<file path="config.mk">
export PLATFORM = sky130hd
export DESIGN_NAME = rx_block_assembler
export DESIGN_NICKNAME = d
export VERILOG_FILES = /design/src/rtl/rx_block_assembler.sv
export SDC_FILE = /design/constraint.sdc
export NUM_CORES = 1
export LEC_CHECK = 0
export CAP_MARGIN = 0
export CORE_ASPECT_RATIO = 1.75
export CORE_MARGIN = 4
export CORE_UTILIZATION = 43
export DETAILED_ROUTE_END_ITERATION = 8
export PLACE_DENSITY = 0.73
export SLEW_MARGIN = 25
export SYNTH_ARGS = -nofsm -noshare
export SYNTH_HDL_FRONTEND = slang
export SYNTH_SLANG_ARGS = --single-unit
</file>
<file path="constraint.sdc">
create_clock -name clk -period 1.6 [get_ports clk]
set_input_delay 0.24 -clock clk [delete_from_list [all_inputs] [get_ports clk]]
set_output_delay 0.24 -clock clk [all_outputs]
set_load 0.1 [all_outputs]
</file>
<file path="src/rtl/rx_block_assembler.sv">
// rtl/rx_block_assembler.sv - receive-path byte-to-block assembler with valid/ready output
// Optional inter-byte timeout enabled by defining RX_TIMEOUT_EN.
module rx_block_assembler #(
  parameter int NUM_BYTES      = 16,
  parameter int TIMEOUT_CYCLES = 1000000,
  parameter int CNT_W          = 5
) (
  input  logic                   clk,
  input  logic                   reset,
  input  logic [7:0]             rx_data,
  input  logic                   rx_valid,
  input  logic                   rx_error,
  output logic [8*NUM_BYTES-1:0] block_out,
  output logic                   block_valid,
  input  logic                   block_ready,
  output logic [CNT_W-1:0]       byte_count,
  output logic                   busy,
  input  logic                   clr_err,
  output logic                   overrun,
  output logic                   timeout_err,
  output logic                   frame_err
);

  localparam int BW = 8 * NUM_BYTES;

  // Parameter sanity: byte_count must hold NUM_BYTES, the shift needs at least two bytes.
  if (NUM_BYTES < 2 || NUM_BYTES >= (1 << CNT_W) || TIMEOUT_CYCLES < 2) begin : g_bad_param
    $error("rx_block_assembler: unsupported parameter combination");
  end

  typedef enum logic [1:0] {IDLE, COLLECT, FULL} state_t;

  state_t           state_q;
  logic [BW-1:0]    block_q;
  logic             valid_q;
  logic [CNT_W-1:0] count_q;
  logic             overrun_q;
  logic             frame_q;

  logic [BW-1:0]    block_d;
  logic [CNT_W-1:0] count_d;
  logic             fills_d;
  logic             accept_ok;
  logic             handshake;
  logic             timeout_hit;

  // Next shift value and byte count for a byte accepted this cycle; a byte taken
  // outside COLLECT always starts a new block.
  always_comb begin
    block_d   = {block_q[BW-9:0], rx_data};
    count_d   = (state_q == COLLECT) ? count_q + 1'b1 : CNT_W'(1);
    fills_d   = (count_d == CNT_W'(NUM_BYTES));
    accept_ok = rx_valid && !rx_error;
    handshake = valid_q && block_ready;
  end

`ifdef RX_TIMEOUT_EN
  localparam int TO_W = $clog2(TIMEOUT_CYCLES);

  logic [TO_W-1:0] tmo_q;
  logic            tmo_err_q;

  // A framing error in the same cycle takes precedence over the timeout.
  assign timeout_hit = (state_q == COLLECT) && !rx_valid && !rx_error &&
                       (tmo_q == TO_W'(TIMEOUT_CYCLES - 1));

  // Inter-byte idle counter; runs only while a partial block is pending.
  always_ff @(posedge clk) begin
    if (reset || state_q != COLLECT || rx_valid || timeout_hit) begin
      tmo_q <= '0;
    end else begin
      tmo_q <= tmo_q + 1'b1;
    end
  end

  // Sticky timeout flag; a set in the same cycle as clr_err wins.
  always_ff @(posedge clk) begin
    if (reset) begin
      tmo_err_q <= 1'b0;
    end else if (timeout_hit) begin
      tmo_err_q <= 1'b1;
    end else if (clr_err) begin
      tmo_err_q <= 1'b0;
    end
  end

  assign timeout_err = tmo_err_q;
`else
  assign timeout_hit = 1'b0;
  assign timeout_err = 1'b0;
`endif

  // Block FSM: shift storage, handshake, and the overrun/frame sticky flags.
  // Clears are issued first so that a later set in the same cycle overrides them.
  always_ff @(posedge clk) begin
    if (reset) begin
      state_q   <= IDLE;
      block_q   <= '0;
      valid_q   <= 1'b0;
      count_q   <= '0;
      overrun_q <= 1'b0;
      frame_q   <= 1'b0;
    end else begin
      if (clr_err) begin
        overrun_q <= 1'b0;
        frame_q   <= 1'b0;
      end
      case (state_q)
        IDLE: begin
          if (rx_error) begin
            frame_q <= 1'b1;
          end else if (rx_valid) begin
            block_q <= block_d;
            count_q <= count_d;
            state_q <= fills_d ? FULL : COLLECT;
            valid_q <= fills_d;
          end
        end
        COLLECT: begin
          if (rx_error) begin
            count_q <= '0;
            frame_q <= 1'b1;
            state_q <= IDLE;
          end else if (rx_valid) begin
            block_q <= block_d;
            count_q <= count_d;
            if (fills_d) begin
              state_q <= FULL;
              valid_q <= 1'b1;
            end
          end else if (timeout_hit) begin
            count_q <= '0;
            state_q <= IDLE;
          end
        end
        FULL: begin
          if (handshake) begin
            valid_q <= 1'b0;
            if (accept_ok) begin
              block_q <= block_d;
              count_q <= count_d;
              state_q <= COLLECT;
            end else begin
              count_q <= '0;
              state_q <= IDLE;
              if (rx_error) frame_q <= 1'b1;
            end
          end else if (rx_valid) begin
            overrun_q <= 1'b1;
          end
        end
        default: begin
          state_q <= IDLE;
          count_q <= '0;
          valid_q <= 1'b0;
        end
      endcase
    end
  end

  assign block_out   = block_q;
  assign block_valid = valid_q;
  assign byte_count  = count_q;
  assign busy        = (state_q != IDLE);
  assign overrun     = overrun_q;
  assign frame_err   = frame_q;

endmodule

</file>
# Word-level counts from Yosys, hierarchy flattened
# Index checks and enable logic that the tools add are counted.
[classes]
mux = 37
n_reduce_logical = 11
n_addsub = 1
n_eq_ne = 14
[op_table]
columns = ["op", "n"]
rows = [
  ["2-to-1 mux 128 bit", 4],
  ["one-hot mux 128 bit (2 select lines)", 1],
  ["2-to-1 mux 5 bit", 6],
  ["inequality test 2 bit (second input constant)", 8],
  ["2-to-1 mux 1 bit", 15],
  ["one-hot mux 5 bit (3 select lines)", 1],
  ["2-to-1 mux 2 bit", 7],
  ["AND reduction 5 bit", 2],
  ["inequality test 3 bit (second input constant)", 2],
  ["one-hot mux 2 bit (3 select lines)", 1],
  ["AND reduction 6 bit", 1],
  ["adder 5 x 1 -> 5 bit (second input constant)", 1],
  ["== test 5 bit (second input constant)", 1],
  ["nonzero test 2 bit", 2],
  ["one-hot mux 1 bit (3 select lines)", 1],
  ["== test 2 x 1 -> 1 bit (second input constant)", 1],
  ["== test 2 bit (second input constant)", 1],
  ["logical AND 1 bit", 2],
  ["zero test 2 bit", 1],
  ["inequality test 2 x 1 -> 1 bit (second input constant)", 1],
  ["one-hot mux 1 bit (2 select lines)", 1],
  ["AND reduction 2 bit", 1],
  ["OR reduction 2 bit", 1],
  ["zero test 1 bit", 1],
]
[word_totals]
elab_cells = 69
inputBits = 14
out_inout_bits = 138
register_bits = 138

# Depth between registers and ports, before layout
[depth]
depth_word = 7
mapped_depth = 6
mapped_depth_nobuf = 5

# Least setup slack after synthesis
# Ideal clock, no wire load.
[synth_timing]
kind = "reg-to-reg"
start = "register count_q[1] (netlist: byte_count[1])"
end = "register state_q[1]"
period_less_slack_ns = 2.350
required_time_ns = 1.542
arrival_time_ns = 2.292
slack_ns = -0.750
stages_incl_launch_ff = 6
n_path_buf = 0
cell_sequence = "dfxtp_1 > ha_1 > nand2b_1 > or4_1 > o21ai_1 > o211a_1"
[synth_between]
elab_chain_len = 7
word_cells_on_any_way = 9
classes_between = "add/sub: 1; eq/ne: 2; mux: 5; reduce/logical: 1"
[synth_lines]
columns = ["element", "line", "text"]
rows = [
  ["start, declared", "36", "logic [CNT_W-1:0] count_q;"],
  ["start signal, assigned", "114", "count_q <= count_d;"],
  ["start signal, assigned", "126", "count_q <= count_d;"],
  ["start signal, assigned", "141", "count_q <= count_d;"],
  ["adder 5 x 1 -> 5 bit (*)", "51", "count_d = (state_q == COLLECT) ? count_q + 1'b1 : CNT_W'(1);"],
  ["2-to-1 mux 5 bit (*)", "51", ""],
  ["== test 5 bit (*)", "52", "fills_d = (count_d == CNT_W'(NUM_BYTES));"],
  ["2-to-1 mux 2 bit", "115", "state_q <= fills_d ? FULL : COLLECT;"],
  ["2-to-1 mux 2 bit", "112", "end else if (rx_valid) begin"],
  ["2-to-1 mux 2 bit", "110", "if (rx_error) begin"],
  ["one-hot mux 2 bit (3 select lines)", "108", "case (state_q)"],
  ["end signal, assigned", "115", ""],
  ["end, declared", "33", "state_t state_q;"],
]
# Every way passes the cells marked *; elsewhere a longest branch is shown, timed or not. The select of a mux whose other input is x is not followed.
# A chain may end at the register's enable or synchronous reset.

# Worst setup path after layout
[layout_timing]
start = "register state_q[0]"
end = "register block_q[104] (netlist: block_out[104])"
[layout_between]
elab_chain_len = 4
word_cells_on_any_way = 11
classes_between = "eq/ne: 6; mux: 1; reduce/logical: 4"
[layout_lines]
columns = ["element", "line", "text"]
rows = [
  ["== test 2 x 1 -> 1 bit or zero test 2 bit (tied branches)", "108", ""],
  ["OR reduction 2 bit (no line)", "-", ""],
  ["inequality test 2 bit (no line) (tied with other cells)", "-", ""],
  ["AND reduction 5 bit (no line)", "-", ""],
  ["end signal, assigned", "113", "block_q <= block_d;"],
  ["end signal, assigned", "125", "block_q <= block_d;"],
  ["end signal, assigned", "140", "block_q <= block_d;"],
  ["end, declared", "34", "logic [BW-1:0] block_q;"],
]
# Parallel ways exist; a longest one is shown, timed or not.

==> metrics.md <==
| Metric | Value |
|---|---|
| Vias | `4225` |
| Outcome | `finished with violations` |
| Largest net degree at the start of global routing | `71` |
| Register clock-pin slew on the reported worst setup and hold paths | `0.06 ns` |
| CTS tree | `done` |
| Synth Area in Compound Gates | `0.03313` |
| Detailed Route WL | `15760 um` |
| Initial Util | `0.4405` |
| Final WS setup | `-0.03544 ns` |
| Clock Latency Late Sink | `0.41 ns` |
| Peak Freq | `0.6115 GHz` |
| Routed length per instance | `18.54 um` |
| Number of I/O pins | `152` |
| Max-Cap Viols | `0` |
| # DRC | `0` |
| Power density over the cells | `857.4 nW/um2` |
| Post-DR vias/cell | `around 5` |
| Ys Warns | `0` |
| Sequential-to-total area share from yosys stat | `0.5225` |
| Post-Syn Area | `roughly 5300 um2` |
| H-tree depth | `4` |
| CP max-delay cell | `dfxtp_2` |
| Number of synthesized flops with an enable pin | `0` |
| Largest cells by area after synthesis | `dfxtp_1 (52%), mux2i_1 (24%), nor2_1 (9.4%)` |
| CP Class | `reg -> reg` |
| CP Capture Type | `flop` |
| Met3 WL post-DR | `870 um` |
| Die X | `91.83 um` |
| Mux share of post-synthesis cell area | `0.2423` |
| Hold buffers post-CTS | `0` |
| Fin crit period | `1.635 ns` |
| Clock Tree Root | `clkbuf_16` |
| Area leader, netlist | `dfxtp_1` |
| Worst-Margin Slew | `0.7099 ns` |
| Largest family of logic cells by synthesized area | `multiplexers` |
| Post-synthesis cell type count | `42` |
| Endpoints failing hold | `0` |
| Final std cells w/o fill | `850` |
| Part of the cycle the worst path needs | `1.022` |
| Max-slew violation count | `0` |
| Post-synthesis adder-cell area fraction | `0.002366` |
| Fin util | `0.7848` |
| Ys flop type | `dfxtp_1` |
| Fin Clk Skew | `0.009446 ns` |
| GR Util All Layers | `0.2076` |
| Leak pwr | `3.657 nW` |
| Seq cells post-synth | `138` |
| Slew HR | `0.5267` |
| CP bufs+invs | `3` |
| Crit path DAT | `1.90 ns` |
| Die ar. | `approximately 14000 um2` |
| # diodes | `0` |
| FFs w/ async S/R, synth | `0` |
| Worst path required time | `1.86 ns` |
| Placed insts | `802` |
| Area delta synth->final | `78.16%` |
| Post-synthesis xor/xnor area fraction | `0.001656` |
| Hpwl dp | `10420 um` |
| CTS buffer count | `17` |
| Synth top area share | `0.5225` |
| Die height | `154.7 um` |
| Hold crit path type | `in -> reg` |
| Maximum VDD drop | `956.0 uV` |
| Clock buffer depth | `2` |
| Final net count | `687` |
| DR iter-0 viols | `157` |
| Crit-path max FO | `5` |
| Worst path max stage delay | `0.32 ns` |
| Average size of a mapped cell | `between 10 and 15 um2` |
| First-pass GRT wire length | `23230 um` |
| CP top delay family | `buffers and inverters` |
| Mapped Nets | `508` |
| Met1 Wirelength | `5739 um` |
| Share of cells above drive strength 1 | `0.3620` |
| WHS | `about 0.22 ns` |
| Initial antenna violation count | `0` |
| DR WL met2 | `8614 um` |
| Congestion Overflow GR | `0` |
| Unrepaired setup endpoints after global routing | `yes` |
| Failing checks | `setup timing` |
| Core Footprint | `approximately 12000 um2` |
| # setup viols final | `14` |
| Simple-Gate Fraction of Synth Area | `0.1275` |
| Synthesized instance count | `493` |
| Cell Rows | `53` |
| CP Cell Sequence | `nand3b_1 > a21oi_4 > buf_12 > clkbuf_16 > clkbuf_16 > mux2i_1 > nor2_1` |
| Final estimated routing congestion in global placement | `~0.86` |
| CTS sink count | `138` |
| TritonRoute pass-1 iters | `6` |
| Top Layer Used | `met4` |
| Final ANT Viol Nets | `0` |
| Port Buffer Count | `150` |
| Vias in the first global route | `4352` |
| Worst setup SP type | `flop` |
| Critical Path Most Common Cell | `clkbuf_16` |
==> cells by family (layout without fill, tap and decap cells) <==
logic type / count (synthesis) / in the layout
other: 1 / 1
and+or+nand+nor: 162 / 162
muxes: 128 / 128
DFF: 138 / 138
adders and majority gates: 1 / 1
xor gates and xnor gates: 1 / 1
buffers and inverters: 38 / 230
AOI/OAI and AO/OA: 24 / 24
==> registers in the layout (all words and copies together), names as in the netlist <==
| signal | cells |
|---|---|
| frame_err | 1 |
| state_q | 2 |
| byte_count | 5 |
| overrun | 1 |
| block_out | 128 |
| block_valid | 1 |
==> per-layer routing <==
metal  global-route usage  up-vias
li1                     -     2030
met1               0.2199     2037
met2               0.3711      129
met3              0.06277       29
met4              0.09851        0
met5                    0        -
==> final cells by class <==
cell class	count	area [um2]
Timing Repair Buffer	194	3551
Sequential cell	138	2779
Fill cell	666	2582
Multi-Input combinational cell	317	2290
Clock buffer	17	425.4
Tap cell	165	206.4
Clock inverter	15	153.9
Inverter	4	15.01
==> timing repair <==
action	in CTS	in global routing
setup buffers	2	4
pin swaps	0	6
setup endpoints to repair	4	47
gates cloned	0	10
gates resized for setup	5	30
==> power breakdown <==
group | internal [mW] | total [mW] | switching [mW]
logic | 0.356 | 0.756 | 0.401
registers | 3.45 | 3.48 | 0.0253
clock network | 2.20 | 3.84 | 1.64
==> layout by cell type, fill, tap and decap left out, types with 3 or more instances in the layout <==
| cell type | n |
|---|---|
| buf_12 | 146 |
| inv_1 | 3 |
| inv_6 | 8 |
| a21oi_1 | 8 |
| nand2_1 | 8 |
| nand3b_1 | 3 |
| clkbuf_16 | 27 |
| buf_8 | 3 |
| buf_4 | 21 |
| dfxtp_1 | 131 |
| nand3_1 | 3 |
| dfxtp_2 | 4 |
| mux2i_1 | 113 |
| a311oi_1 | 3 |
| mux2i_2 | 10 |
| clkdlybuf4s50_1 | 12 |
| clkinvlp_4 | 3 |
| mux2i_4 | 5 |
| nor2_2 | 3 |
| dfxtp_4 | 3 |
| nor2_1 | 130 |
==> per-stage QoR <==
| step | worst slack [ns] | power (mW) | setup TNS, ns | instance area [um2] |
|---|---|---|---|---|
| 2_1_floorplan | -0.1276 | 4.017 | -1.592 | 5325 |
| 3_3_place_gp | -0.2414 | 4.192 | -26.82 | 8379 |
| 3_5_place_dp | -0.3221 | 4.201 | -32.17 | 8379 |
| 4_1_cts | -0.02314 | 8.013 | -0.02406 | 8994 |
| 5_1_grt | -0.1411 | 8.326 | -5.002 | 9420 |
| 6_report | -0.03544 | 8.077 | -0.2481 | 9420 |
==> worst register-to-register path, cell delays in order, from the launching register on <==
cell and delay [ns]:
dfxtp_2 0.32, nand3b_1 0.22, a21oi_4 0.20, buf_12 0.15
clkbuf_16 0.16, clkbuf_16 0.14, mux2i_1 0.23, nor2_1 0.07
==> path summary, 6_finish.rpt <==
path	from	end	slack, ns	cells after the start
max	state_q[0]$_SDFFE_PP0P_	block_out[104]$_SDFFE_PP0P_	-0.04	7
min	reset	block_valid$_SDFFE_PP0P_	0.22	3
max reg2reg	state_q[0]$_SDFFE_PP0P_	block_out[104]$_SDFFE_PP0P_	-0.04	7
min reg2reg	overrun$_SDFF_PP0_	overrun$_SDFF_PP0_	0.54	2
==> synth_stat cells (2+ instances only) <==
cell type	number
nand3_1	3
a21oi_1	8
nand2_1	8
inv_1	3
or2_1	2
dfxtp_1	138
nor2_1	133
clkbuf_1	16
a31oi_1	2
mux2i_1	128
nand2b_1	3
buf_12	13
o21ai_0	2
a311oi_1	3
nand3b_1	3
buf_2	2
Power figures use the tool's default switching activity.
